<file path="src/rtl/arbitro_ula_pkg.sv">
// Shared definitions for the main-ALU arbiter: widths, opcode codes and FSM states.
package pacote_ula;

  localparam int LARGURA    = 16;
  localparam int LARGURA_OP = 3;

  localparam logic [2:0] OP_AND = 3'b000;
  localparam logic [2:0] OP_OR  = 3'b001;
  localparam logic [2:0] OP_ADD = 3'b010;
  localparam logic [2:0] OP_SUB = 3'b011;
  localparam logic [2:0] OP_SLT = 3'b100;

  typedef enum logic [1:0] {
    OCIOSO   = 2'd0,
    EXECUTA  = 2'd1,
    RESPONDE = 2'd2
  } estado_t;

  // Round-robin pick: on a tie the requester that did not win last time goes.
  function automatic logic escolhe(input logic valido0, input logic valido1,
                                   input logic ultimo);
    logic id;
    if (valido0 && valido1) begin
      id = ~ultimo;
    end else if (valido1) begin
      id = 1'b1;
    end else begin
      id = 1'b0;
    end
    return id;
  endfunction

endpackage

</file>
<file path="src/rtl/arbitro_ula.sv">
// Round-robin arbiter sharing one combinational ALU between two requesters;
// operands and results are registered, one operation in flight at a time.
module arbitro_ula
  import pacote_ula::*;
#(
  parameter int LARGURA    = pacote_ula::LARGURA,
  parameter int LARGURA_OP = pacote_ula::LARGURA_OP
) (
  input  logic                  clock,
  input  logic                  reset,
  input  logic                  req0_valido,
  output logic                  req0_pronto,
  input  logic [LARGURA-1:0]    req0_entrada1,
  input  logic [LARGURA-1:0]    req0_entrada2,
  input  logic [LARGURA_OP-1:0] req0_op,
  input  logic                  req1_valido,
  output logic                  req1_pronto,
  input  logic [LARGURA-1:0]    req1_entrada1,
  input  logic [LARGURA-1:0]    req1_entrada2,
  input  logic [LARGURA_OP-1:0] req1_op,
  output logic                  resp0_valido,
  output logic [LARGURA-1:0]    resp0_saida,
  output logic                  resp0_zero,
  input  logic                  resp0_aceito,
  output logic                  resp1_valido,
  output logic [LARGURA-1:0]    resp1_saida,
  output logic                  resp1_zero,
  input  logic                  resp1_aceito,
  output logic [LARGURA-1:0]    ula_entrada1,
  output logic [LARGURA-1:0]    ula_entrada2,
  output logic [LARGURA_OP-1:0] ula_sinal,
  input  logic [LARGURA-1:0]    ula_saida,
  input  logic                  ula_zero
);

  estado_t               estado_r, estado_s;
  logic                  ultimo_r;
  logic                  id_r;
  logic [LARGURA-1:0]    op_a_r, op_b_r;
  logic [LARGURA_OP-1:0] op_r;
  logic [LARGURA-1:0]    res_r;
  logic                  zero_r;
  logic                  concede_s;
  logic                  id_conc_s;
  logic                  aceito_s;

  assign aceito_s = id_r ? resp1_aceito : resp0_aceito;

  // Next-state, grant decision and the combinational pronto strobes.
  always_comb begin
    estado_s    = estado_r;
    concede_s   = 1'b0;
    id_conc_s   = 1'b0;
    req0_pronto = 1'b0;
    req1_pronto = 1'b0;
    case (estado_r)
      OCIOSO: begin
        if (req0_valido || req1_valido) begin
          concede_s   = 1'b1;
          id_conc_s   = escolhe(req0_valido, req1_valido, ultimo_r);
          req0_pronto = ~id_conc_s;
          req1_pronto = id_conc_s;
          estado_s    = EXECUTA;
        end else begin
          estado_s = OCIOSO;
        end
      end
      EXECUTA: estado_s = RESPONDE;
      RESPONDE: begin
        if (aceito_s) begin
          estado_s = OCIOSO;
        end else begin
          estado_s = RESPONDE;
        end
      end
      default: estado_s = OCIOSO;
    endcase
  end

  // State, round-robin pointer, operand capture on grant and result capture.
  always_ff @(posedge clock) begin
    if (reset) begin
      estado_r <= OCIOSO;
      ultimo_r <= 1'b1;
      id_r     <= 1'b0;
      op_a_r   <= '0;
      op_b_r   <= '0;
      op_r     <= '0;
      res_r    <= '0;
      zero_r   <= 1'b0;
    end else begin
      estado_r <= estado_s;
      if (concede_s) begin
        ultimo_r <= id_conc_s;
        id_r     <= id_conc_s;
        op_a_r   <= id_conc_s ? req1_entrada1 : req0_entrada1;
        op_b_r   <= id_conc_s ? req1_entrada2 : req0_entrada2;
        op_r     <= id_conc_s ? req1_op       : req0_op;
      end
      if (estado_r == EXECUTA) begin
        res_r  <= ula_saida;
        zero_r <= ula_zero;
      end
    end
  end

  assign ula_entrada1 = op_a_r;
  assign ula_entrada2 = op_b_r;
  assign ula_sinal    = op_r;

  // Responses are decoded from registered state; the idle side reads as zero.
  assign resp0_valido = (estado_r == RESPONDE) && !id_r;
  assign resp1_valido = (estado_r == RESPONDE) && id_r;
  assign resp0_saida  = resp0_valido ? res_r : '0;
  assign resp1_saida  = resp1_valido ? res_r : '0;
  assign resp0_zero   = resp0_valido & zero_r;
  assign resp1_zero   = resp1_valido & zero_r;

endmodule

</file>
<file path="config.mk">
export PLATFORM = sky130hd
export DESIGN_NAME = arbitro_ula
export DESIGN_NICKNAME = d
export VERILOG_FILES = /design/src/rtl/arbitro_ula_pkg.sv /design/src/rtl/arbitro_ula.sv
export SDC_FILE = /design/constraint.sdc
export NUM_CORES = 1
export LEC_CHECK = 0
export CAP_MARGIN = 10
export CORE_MARGIN = 2
export CORE_UTILIZATION = 42
export CTS_BUF_LIST = sky130_fd_sc_hd__clkbuf_16
export CTS_CLUSTER_SIZE = 10
export DETAILED_ROUTE_END_ITERATION = 10
export GPL_TIMING_DRIVEN = 0
export PLACE_DENSITY = 0.92
export SLEW_MARGIN = 20
export SYNTH_ARGS = -nofsm -noshare
export SYNTH_HDL_FRONTEND = slang
export SYNTH_SLANG_ARGS = --single-unit
</file>
<file path="constraint.sdc">
create_clock -name clock -period 2.19 [get_ports clock]
set_input_delay 0.219 -clock clock [delete_from_list [all_inputs] [get_ports clock]]
set_output_delay 0.219 -clock clock [all_outputs]
set_load 0.005 [all_outputs]
</file>
---- Word level (Yosys, flattened, before mapping) ----
Index checks and enable logic that the tools add are counted.
storage, ports and cells
  logic and storage cells ................. 39
  bits in registers ....................... 56
  output and inout bits ................... 73
operators by class
  reduce and logical (&&, ||, !) cells .... 6
  equality and inequality tests ........... 2
  muxes and demuxes ....................... 19
  bitwise logic cells ..................... 4
operator list
  operator              number
  $mux W16              4
  $mux W1               12
  $pmux W2 S3           1
  $logic_and A1 B1 Y1   3
  $mux W3               1
  $and A1 B1 Y1         2
  $eq A2 B1 Y1 const B  1
  $eq A2 B2 Y1 const B  1
  $logic_not A2 Y1      1
  $mux W2               1
  $not A1 Y1            2
  $logic_not A1 Y1      1
  $logic_or A1 B1 Y1    1

---- Depth between registers and ports, before layout ----
Gate-level depths: netlist of run 1.
  word-level depth ........................ 7
  depth in mapped cells ................... 6
  depth with buffers taken out ............ 3

---- Worst setup path after synthesis of run 1 ----
No wires, ideal clock.
  path type ............................... register -> register
  start point ............................. reg estado_r[1]
  end point ............................... reg op_a_r[0], in the netlist ula_entrada1[0]
  setup time .............................. 0.088 ns
  arrival time ............................ 1.303 ns
  buffers on the path ..................... 3
  stages on the path, launching flop included .. 6
  slack ................................... 0.799 ns
  cells stage by stage .................... dfxtp_1 buf_6 or3_4 buf_6 buf_8 o32ai_2
on the way
  cells in the longest elaborated chain, start to end .. 3
  elaborated cells on any way between the ends .. 4
ends and longest elaborated chain
  what                    line               source
  from (decl)             arbitro_ula.sv:36  estado_t estado_r, estado_s;
  from (signal assigned)  arbitro_ula.sv:92  estado_r <= estado_s;
  $logic_not A2 Y1 (*)    arbitro_ula.sv:56  case (estado_r)
  $mux W1                 arbitro_ula.sv:56
  $mux W16                arbitro_ula.sv:96  op_a_r <= id_conc_s ? req1_entrada1 : req0_entrada1;
  to (signal assigned)    arbitro_ula.sv:96
  to (decl)               arbitro_ula.sv:39  logic [LARGURA-1:0] op_a_r, op_b_r;
Mark *: on every way between the ends. The rest lies on a longest branch, timed or not.
A chain may end at the register's enable or synchronous reset.

---- Worst setup path in the final report of run 1 ----
  start point ............................. reg estado_r[1]
  end point ............................... out req0_pronto
on the way
  cells in the longest elaborated chain, start to end .. 2
ends and longest elaborated chain
  what              line               source
  $logic_not A2 Y1  arbitro_ula.sv:56
  $mux W1           arbitro_ula.sv:56
  to (decl)         arbitro_ula.sv:12  output logic req0_pronto,
Every way passes these cells.

==> impl_results.html, run 1 <==
<table>
<tr><th>Metric</th><th>Value</th></tr>
<tr><th colspan="2">STA</th></tr>
<tr><td>Portion of the clock cycle consumed by the worst path in the final layout</td><td>0.9722</td></tr>
<tr><td>RSZ-0062 raised after global routing</td><td>true</td></tr>
<tr><td>Fin Clk Skew</td><td>0.006778 ns</td></tr>
<tr><td>Endpoints failing hold</td><td>0</td></tr>
<tr><td>Max frequency</td><td>between 400 and 500 MHz</td></tr>
<tr><td>Slew Limit Fails</td><td>0</td></tr>
<tr><td>Number of failing setup endpoints in the final timing report</td><td>0</td></tr>
<tr><td>Clock period minus worst slack</td><td>2.129 ns</td></tr>
<tr><td>Max_slew headroom</td><td>0.4077</td></tr>
<tr><td>Slew of the pin with the lowest slew margin</td><td>between 0.8 and 0.9 ns</td></tr>
<tr><td>Setup ws final</td><td>0.06085 ns</td></tr>
<tr><th colspan="2">Global route</th></tr>
<tr><td>Largest net degree at the start of global routing</td><td>16</td></tr>
<tr><td>Antenna violations before repair</td><td>0</td></tr>
<tr><td>Global-route wire length before repair</td><td>between 10000 and 15000 µm</td></tr>
<tr><td>Via count of the first global-routing pass</td><td>3126</td></tr>
<tr><td>Aggregate global routing overflow</td><td>0</td></tr>
<tr><td>Global-route total usage across every layer</td><td>0.2390</td></tr>
<tr><th colspan="2">Place</th></tr>
<tr><td>Post-Place Setup Slack</td><td>-0.01677 ns</td></tr>
<tr><td>Post-placement cell count</td><td>roughly 600</td></tr>
<tr><td>Final HPWL DP</td><td>7206 µm</td></tr>
<tr><td>Area post-placement</td><td>4736 µm²</td></tr>
<tr><td>Final weighted congestion of routability-driven global placement</td><td>between 0.8 and 0.9</td></tr>
<tr><td>Port buffer count</td><td>roughly 170</td></tr>
<tr><th colspan="2">Final layout</th></tr>
<tr><td>Fraction of layout instances using a drive strength above 1</td><td>0.1049</td></tr>
<tr><td>Finished Layout Cells</td><td>611</td></tr>
<tr><td>Area added between synthesis and finish</td><td>65.09%</td></tr>
<tr><td>Net count, final</td><td>607</td></tr>
<tr><td>Final cell utilization of the core</td><td>0.7203</td></tr>
<tr><td>Number of antenna repair diodes</td><td>0</td></tr>
<tr><td>Post-route cell area</td><td>4893 µm²</td></tr>
<tr><td>Fill cells</td><td>546</td></tr>
<tr><th colspan="2">Routing</th></tr>
<tr><td>Routed WL per cell</td><td>around 16 µm</td></tr>
<tr><td>Final routed DRC violation total</td><td>0</td></tr>
<tr><td>Count of TritonRoute iterations in the first routing pass</td><td>4</td></tr>
<tr><td>Final antenna-violating net count</td><td>0</td></tr>
<tr><td>Initial DRC count</td><td>between 150 and 200</td></tr>
<tr><td>Final wirelength</td><td>9570 µm</td></tr>
<tr><td>Total vias in the final route</td><td>3233</td></tr>
<tr><td>Per-cell via count in the routed design</td><td>5.291</td></tr>
<tr><th colspan="2">Floorplan</th></tr>
<tr><td>Vertical die dimension</td><td>between 80 and 90 µm</td></tr>
<tr><td>Placeable core region</td><td>a little under 7000 µm²</td></tr>
<tr><td>Rows</td><td>30</td></tr>
<tr><td>Boundary Pins</td><td>166</td></tr>
<tr><td>Initial standard-cell utilization of the core</td><td>0.4363</td></tr>
<tr><td>Area of the die</td><td>7746 µm²</td></tr>
<tr><td>Die outline width</td><td>88.01 µm</td></tr>
<tr><th colspan="2">Logic synthesis</th></tr>
<tr><td>EDFF count, synth</td><td>0</td></tr>
<tr><td>Area of the mapped netlist</td><td>between 2000 and 3000 µm²</td></tr>
<tr><td>Mapped Avg Cell Area</td><td>8.642 µm²</td></tr>
<tr><td>Total of flip-flops plus latches after synthesis</td><td>56</td></tr>
<tr><td>Proportion of synthesized chip area in sequential cells</td><td>0.3782</td></tr>
<tr><td>Post-Syn Nets</td><td>436</td></tr>
<tr><td>Predominant post-synthesis flop cell</td><td>dfxtp_1</td></tr>
<tr><td>Number of different library cells in the post-synthesis netlist</td><td>33</td></tr>
<tr><td>Yosys warns</td><td>0</td></tr>
<tr><td>Post-Synthesis Cells</td><td>343</td></tr>
<tr><td>FFs w/ async S/R, synth</td><td>0</td></tr>
<tr><th colspan="2">Outcome</th></tr>
<tr><td>Run status</td><td>completed</td></tr>
<tr><th colspan="2">Setup path</th></tr>
<tr><td>WP data required</td><td>between 1.5 and 2 ns</td></tr>
<tr><td>Setup Crit Path Kind</td><td>flop to output pin</td></tr>
<tr><td>Cell depth of the worst setup path</td><td>5</td></tr>
<tr><td>Capture instance of the worst register-to-register path</td><td>ula_entrada1[10]$_SDFFE_PP0P_</td></tr>
<tr><td>Register-to-register setup slack</td><td>0.50 ns</td></tr>
<tr><td>Worst-case reg-to-reg path depth</td><td>5</td></tr>
<tr><td>Buf+Inv Stages, Crit Path</td><td>3</td></tr>
<tr><td>Maximum net fanout on the critical path</td><td>10</td></tr>
<tr><td>Origin of the critical flop-to-flop path</td><td>estado_r[1]$_SDFF_PP0_</td></tr>
<tr><td>Maximum cell stage delay along the critical path</td><td>0.54 ns</td></tr>
<tr><td>CP endpoint kind</td><td>output pin</td></tr>
<tr><td>Critical path startpoint category</td><td>flop</td></tr>
<tr><td>Slowest cell on the critical path</td><td>clkdlybuf4s50_1</td></tr>
<tr><td>Largest delay contributor family on the critical path</td><td>buffers and inverters</td></tr>
<tr><td>Crit path cell chain</td><td>buf_6 -&gt; nor2_1 -&gt; buf_4 -&gt; and3_1 -&gt; clkdlybuf4s50_1</td></tr>
<tr><td>Arrival time of the worst setup path</td><td>1.91 ns</td></tr>
<tr><th colspan="2">Pwr</th></tr>
<tr><td>VDD IR max</td><td>around 0.35 mV</td></tr>
<tr><td>Share of total power in sequential cells</td><td>0.422</td></tr>
<tr><td>Clk network pwr share</td><td>0.270</td></tr>
<tr><td>P_sw</td><td>779.4 µW</td></tr>
<tr><td>Part of the total power dissipated in combinational logic</td><td>0.308</td></tr>
<tr><td>Internal power component</td><td>~2 mW</td></tr>
<tr><td>Final Power</td><td>2.802 mW</td></tr>
<tr><td>P per Cell Area</td><td>approximately 570 nW/µm²</td></tr>
<tr><td>Cell leakage power</td><td>1.791 nW</td></tr>
<tr><td>Sw Share</td><td>0.2782</td></tr>
<tr><th colspan="2">Clocking</th></tr>
<tr><td>Clock latency at the later pin of the worst-skew pair</td><td>0.29 ns</td></tr>
<tr><td>CTS tree</td><td>built</td></tr>
<tr><td>Maximum clock insertion buffer count</td><td>2</td></tr>
<tr><td>Number of clock sinks</td><td>56</td></tr>
<tr><td>CTS Root Cell</td><td>clkbuf_16</td></tr>
<tr><td>Inserted Clock Buffers</td><td>5</td></tr>
<tr><td>Register clock-pin slew on the reported worst setup and hold paths</td><td>0.07 ns</td></tr>
<tr><td>Number of hold buffers added after cts</td><td>0</td></tr>
<tr><td>H-Tree Level Count</td><td>2</td></tr>
<tr><th colspan="2">Hold path</th></tr>
<tr><td>Depth of the worst hold-timing path</td><td>2</td></tr>
<tr><td>Hold crit path type</td><td>flop to flop</td></tr>
<tr><td>Hold path start</td><td>ula_entrada2[14]$_SDFFE_PP0P_</td></tr>
<tr><td>Hold Path Sink</td><td>ula_entrada2[14]$_SDFFE_PP0P_</td></tr>
<tr><th colspan="2">Run</th></tr>
<tr><td>Max-cap check violation count</td><td>0</td></tr>
</table>
what timing repair did:
| action | CTS | global route |
|---|---|---|
| pin swaps | 0 | 0 |
| setup endpoints to repair | 21 | 16 |
| buffers inserted | 1 | 0 |
| resized for setup | 5 | 8 |
per-stage QoR:
stage                     hold slack [ns]  TNS [ns]
after CTS                          0.4623         0
after global routing               0.4864  -0.04141
after floorplan                    0.3550         0
after detailed placement           0.4523  -0.02429
after global placement             0.4417  -0.01742
final                              0.4621         0
per-layer routing:
| layer | GRT usage | up-vias | share of wire |
|---|---|---|---|
| li1 | - | 1563 | - |
| met1 | 0.2919 | 1504 | 0.41 |
| met2 | 0.4242 | 154 | 0.50 |
| met3 | 0.05655 | 12 | 0.073 |
| met4 | 0.05923 | 0 | 0.016 |
| met5 | 0 | - | 0 |
worst max-delay path by stage:
stage	startpoint	end	slack [ns]
after floorplan	estado_r[1]$_SDFF_PP0_	ula_entrada1[0]$_SDFFE_PP0P_	0.80
after global placement	req0_valido	req0_pronto	-0.02
after detailed placement	req0_valido	req0_pronto	-0.02
after CTS	estado_r[1]$_SDFF_PP0_	req0_pronto	0.0001
after global routing	estado_r[1]$_SDFF_PP0_	req0_pronto	-0.04
final	estado_r[1]$_SDFF_PP0_	req0_pronto	0.06
state kept, by name, summed over array words and instances (netlist names):
signal	cells
ultimo_r	1
id_r	1
ula_entrada2	16
zero_r	1
res_r	16
estado_r	2
ula_sinal	3
ula_entrada1	16
power by group through the flow:
stage | clock network [mW] | registers [mW] | logic (mW)
floorplan | 0 | 1.20 | 0.420
global placement | 0 | 1.20 | 0.834
detailed placement | 0 | 1.20 | 0.853
CTS | 0.771 | 1.18 | 0.861
global route | 0.808 | 1.20 | 0.929
finish | 0.756 | 1.18 | 0.864
cell type report:
cell class | count | area (µm²) | share of cell area
Buffer | 35 | 225.2 | 0.04602
Clock buffer | 5 | 125.1 | 0.02557
Clock inverter | 3 | 11.26 | 0.002301
Inverter | 27 | 101.3 | 0.02071
Multi-Input combinational cell | 223 | 1529 | 0.3125
Sequential cell | 56 | 1122 | 0.2294
Tap cell | 96 | 120.1 | 0.02455
Timing Repair Buffer | 166 | 1659 | 0.3390
cells in the mapped netlist, types with 2 or more instances:
| master | n | area [µm²] |
|---|---|---|
| buf_8 | 2 | 30.03 |
| a311oi_1 | 8 | 70.07 |
| a21oi_1 | 54 | 270.3 |
| and2_1 | 35 | 219.0 |
| nor2_1 | 3 | 11.26 |
| o32ai_2 | 20 | 325.3 |
| o21ai_1 | 7 | 35.03 |
| nor3_1 | 2 | 10.01 |
| nand3_1 | 8 | 40.04 |
| nand2_1 | 35 | 131.4 |
| buf_6 | 5 | 56.30 |
| clkbuf_1 | 19 | 71.32 |
| inv_1 | 27 | 101.4 |
| o32ai_1 | 7 | 61.31 |
| nand2b_1 | 3 | 18.77 |
| dfxtp_1 | 56 | 1121 |
| a22oi_1 | 27 | 202.7 |
| buf_2 | 7 | 35.03 |
| buf_4 | 4 | 30.03 |
placed cells by master, fill, tap and decap left out, types with 2 or more instances in the layout:
cell type / instances
a21oi_1: 54
a22oi_1: 27
a311oi_1: 8
and2_1: 35
buf_2: 7
buf_4: 6
buf_6: 5
buf_8: 2
clkbuf_1: 13
clkbuf_16: 5
clkbuf_2: 2
clkdlybuf4s50_1: 165
dfxtp_1: 55
inv_1: 29
nand2_1: 35
nand2b_1: 3
nand3_1: 8
nor2_1: 3
nor3_1: 2
nor3b_4: 2
o21ai_1: 7
o32ai_1: 7
o32ai_2: 20
worst register-to-register path: cells and delay by family, from the launching register on:
kind	cells	cell delay, ns
AO/OA/AOI/OAI	2	0.35
AND/OR/NAND/NOR	1	0.50
buffers and inverters	2	0.42
flip-flops	1	0.32
logic make-up (layout without fill, tap and decap cells):
logic type,count (synthesis),in the layout,share of synthesized area
buffers and inverters,64,236,0.1093
multiplexers,1,1,0.003377
flip-flops,56,56,0.3782
AO/OA/AOI/OAI,126,126,0.3326
AND/OR/NAND/NOR,96,96,0.1765
No activity file was read; power rests on OpenSTA's default activity.
==> run 2: changes to the inputs <==
--- a/config.mk
+++ b/config.mk
@@ -9,6 +9,7 @@
 export CORE_MARGIN = 2
 export CORE_UTILIZATION = 42
 export CTS_BUF_LIST = sky130_fd_sc_hd__clkbuf_16
+export CTS_CLUSTER_DIAMETER = 60
 export CTS_CLUSTER_SIZE = 10
 export DETAILED_ROUTE_END_ITERATION = 10
 export GPL_TIMING_DRIVEN = 0
==> results of run 2 <==
Final layout, timing and power as in run 1 (identical DEF).
==> run 3: changes to the inputs <==
--- a/config.mk
+++ b/config.mk
@@ -7,13 +7,13 @@
 export LEC_CHECK = 0
 export CAP_MARGIN = 10
 export CORE_MARGIN = 2
-export CORE_UTILIZATION = 42
+export CORE_UTILIZATION = 30
 export CTS_BUF_LIST = sky130_fd_sc_hd__clkbuf_16
 export CTS_CLUSTER_DIAMETER = 60
 export CTS_CLUSTER_SIZE = 10
 export DETAILED_ROUTE_END_ITERATION = 10
 export GPL_TIMING_DRIVEN = 0
-export PLACE_DENSITY = 0.92
+export PLACE_DENSITY = 0.7
 export SLEW_MARGIN = 20
 export SYNTH_ARGS = -nofsm -noshare
 export SYNTH_HDL_FRONTEND = slang
==> impl_results.html, run 3 (synthesis results as in run 1) <==
<table>
<tr><th>Metric</th><th>Value</th></tr>
<tr><th colspan="2">STA</th></tr>
<tr><td>Slew Limit Fails</td><td>0</td></tr>
<tr><td>Fin Clk Skew</td><td>0.009296 ns</td></tr>
<tr><td>RSZ-0062 raised after global routing</td><td>false</td></tr>
<tr><td>Max_slew headroom</td><td>0.3816</td></tr>
<tr><td>Slew of the pin with the lowest slew margin</td><td>0.9204 ns</td></tr>
<tr><td>Portion of the clock cycle consumed by the worst path in the final layout</td><td>0.9507</td></tr>
<tr><td>Max frequency</td><td>just under 500 MHz</td></tr>
<tr><td>Clock period minus worst slack</td><td>2.082 ns</td></tr>
<tr><td>Number of failing setup endpoints in the final timing report</td><td>0</td></tr>
<tr><td>Endpoints failing hold</td><td>0</td></tr>
<tr><td>Worst hold slack</td><td>0.4624 ns</td></tr>
<tr><th colspan="2">Pwr</th></tr>
<tr><td>Clk network pwr share</td><td>0.304</td></tr>
<tr><td>P per Cell Area</td><td>590.0 nW/µm²</td></tr>
<tr><td>Sw Share</td><td>0.2686</td></tr>
<tr><td>Cell leakage power</td><td>1.802 nW</td></tr>
<tr><td>Share of total power in sequential cells</td><td>0.402</td></tr>
<tr><td>Final Power</td><td>between 2 and 3 mW</td></tr>
<tr><td>VDD IR max</td><td>0.3275 mV</td></tr>
<tr><td>Part of the total power dissipated in combinational logic</td><td>0.294</td></tr>
<tr><td>Internal power component</td><td>2.143 mW</td></tr>
<tr><td>P_sw</td><td>787.3 µW</td></tr>
<tr><th colspan="2">Floorplan</th></tr>
<tr><td>Rows</td><td>36</td></tr>
<tr><td>Die outline width</td><td>about 100 µm</td></tr>
<tr><td>Initial standard-cell utilization of the core</td><td>0.3061</td></tr>
<tr><td>Boundary Pins</td><td>166</td></tr>
<tr><td>Vertical die dimension</td><td>~100 µm</td></tr>
<tr><td>Area of the die</td><td>10690 µm²</td></tr>
<tr><td>Placeable core region</td><td>between 9000 and 10000 µm²</td></tr>
<tr><th colspan="2">Clocking</th></tr>
<tr><td>CTS tree</td><td>built</td></tr>
<tr><td>Clock latency at the later pin of the worst-skew pair</td><td>0.29 ns</td></tr>
<tr><td>Inserted Clock Buffers</td><td>5</td></tr>
<tr><td>CTS Root Cell</td><td>clkbuf_16</td></tr>
<tr><td>H-Tree Level Count</td><td>2</td></tr>
<tr><td>Number of clock sinks</td><td>56</td></tr>
<tr><td>Maximum clock insertion buffer count</td><td>2</td></tr>
<tr><td>Register clock-pin slew on the reported worst setup and hold paths</td><td>0.07 ns</td></tr>
<tr><th colspan="2">Routing</th></tr>
<tr><td>Final antenna-violating net count</td><td>0</td></tr>
<tr><td>Count of TritonRoute iterations in the first routing pass</td><td>4</td></tr>
<tr><td>Per-cell via count in the routed design</td><td>4.856</td></tr>
<tr><td>Initial DRC count</td><td>67</td></tr>
<tr><td>Final wirelength</td><td>9592 µm</td></tr>
<tr><td>Total vias in the final route</td><td>around 3100</td></tr>
<tr><td>Routed WL per cell</td><td>around 15 µm</td></tr>
<tr><td>Final routed DRC violation total</td><td>0</td></tr>
<tr><th colspan="2">Global route</th></tr>
<tr><td>Largest net degree at the start of global routing</td><td>17</td></tr>
<tr><td>Global-route track usage on met2</td><td>0.3082</td></tr>
<tr><td>Via count of the first global-routing pass</td><td>3095</td></tr>
<tr><td>Met3 Use GR</td><td>0.05444</td></tr>
<tr><td>Aggregate global routing overflow</td><td>0</td></tr>
<tr><td>Layer carrying the most global-route usage</td><td>met2</td></tr>
<tr><td>Global-route wire length before repair</td><td>14840 µm</td></tr>
<tr><td>Global-route total usage across every layer</td><td>0.1744</td></tr>
<tr><td>Met1 usage</td><td>0.2075</td></tr>
<tr><td>Antenna violations before repair</td><td>0</td></tr>
<tr><th colspan="2">Setup path</th></tr>
<tr><td>Maximum net fanout on the critical path</td><td>9</td></tr>
<tr><td>WP data required</td><td>1.97 ns</td></tr>
<tr><td>Setup Crit Path Kind</td><td>primary input to output pin</td></tr>
<tr><td>Critical path startpoint category</td><td>primary input</td></tr>
<tr><td>CP endpoint kind</td><td>output pin</td></tr>
<tr><td>Arrival time of the worst setup path</td><td>1.86 ns</td></tr>
<tr><th colspan="2">Final layout</th></tr>
<tr><td>Most common cell after layout, fill and taps aside</td><td>clkdlybuf4s50_1</td></tr>
<tr><td>Area added between synthesis and finish</td><td>67.58%</td></tr>
<tr><td>Fill cells</td><td>940</td></tr>
<tr><td>Net count, final</td><td>607</td></tr>
<tr><td>Fraction of layout instances using a drive strength above 1</td><td>0.1087</td></tr>
<tr><td>Commonest non-fill, non-tap cells in the layout</td><td>clkdlybuf4s50_1, dfxtp_1, a21oi_1, and2_1, nand2_1</td></tr>
<tr><td>Post-route cell area</td><td>just under 5000 µm²</td></tr>
<tr><td>Number of antenna repair diodes</td><td>0</td></tr>
<tr><th colspan="2">Outcome</th></tr>
<tr><td>Run status</td><td>completed</td></tr>
<tr><th colspan="2">Place</th></tr>
<tr><td>Area post-placement</td><td>~4800 µm²</td></tr>
<tr><td>Final weighted congestion of routability-driven global placement</td><td>approximately 0.72</td></tr>
<tr><td>Port buffer count</td><td>165</td></tr>
<tr><td>Final HPWL DP</td><td>7184 µm</td></tr>
<tr><th colspan="2">Run</th></tr>
<tr><td>Max-cap check violation count</td><td>0</td></tr>
<tr><th colspan="2">Hold path</th></tr>
<tr><td>Hold crit path type</td><td>flop to flop</td></tr>
</table>
## run 3: cell count changes in the layout (fill, tap and decap cells not counted)
| cell | change |
|---|---|
| clkinv_2 | +1 |
| clkinv_1 | -1 |
| inv_1 | -1 |
| bufinv_16 | +1 |
## run 3: per-stage QoR
| step | std cells | TNS [ns] | utilization | worst slack [ns] |
|---|---|---|---|---|
| detailed placement | 641 | -0.1290 | 0.4938 | -0.03535 |
| finish | 648 | 0 | 0.5129 | 0.1079 |
| floorplan | 343 | 0 | - | 0.7987 |
| global route | 648 | 0 | 0.5129 | 0.004006 |
| global placement | 641 | -0.007450 | 0.4938 | -0.007450 |
| CTS | 648 | 0 | 0.5120 | 0.02082 |
## run 3: worst paths after layout
check,startpoint,endpoint,slack [ns],cells after the start
max,req1_valido,req1_pronto,0.11,4
min,ula_entrada2[6]$_SDFFE_PP0P_,ula_entrada2[6]$_SDFFE_PP0P_,0.46,2
max reg2reg,estado_r[1]$_SDFF_PP0_,ula_entrada2[2]$_SDFFE_PP0P_,0.54,5
min reg2reg,ula_entrada2[6]$_SDFFE_PP0P_,ula_entrada2[6]$_SDFFE_PP0P_,0.46,2
## run 3: layer usage
layer  part of all wire  up-vias
li1                   -     1564
met1               0.42     1457
met2               0.49      116
met3              0.081       10
met4              0.011        0
met5                  0        -
## run 3: layout make-up
class	count	area [µm²]	share of cell area
Buffer	35	225.2	0.04534
Inverter	27	101.3	0.02040
Clock inverter	3	38.79	0.007809
Tap cell	133	166.4	0.03350
Multi-Input combinational cell	223	1529	0.3078
Clock buffer	5	125.1	0.02519
Sequential cell	56	1122	0.2259
Timing Repair Buffer	166	1659	0.3340
## run 3: repair_timing
item,4_1_cts,5_1_grt
resized for setup,6,7
endpoints found under the hold margin,0,0
setup endpoints to repair,22,17
setup buffers,1,0
hold buffers,0,0
## run 3: power by group through the flow
| stage | sequential [mW] | clock [mW] | combinational [mW] |
|---|---|---|---|
| 5_1_grt | 1.19 | 0.950 | 0.935 |
| 3_3_place_gp | 1.20 | 0 | 0.841 |
| 4_1_cts | 1.18 | 0.920 | 0.867 |
| 2_1_floorplan | 1.20 | 0 | 0.420 |
| 6_report | 1.18 | 0.891 | 0.863 |
| 3_5_place_dp | 1.20 | 0 | 0.859 |
## run 3: worst max-delay path, cell delays in order
cell	delay, ns
clkdlybuf4s50_1	0.55
or3b_4	0.46
nor2_1	0.12
clkdlybuf4s50_1	0.51
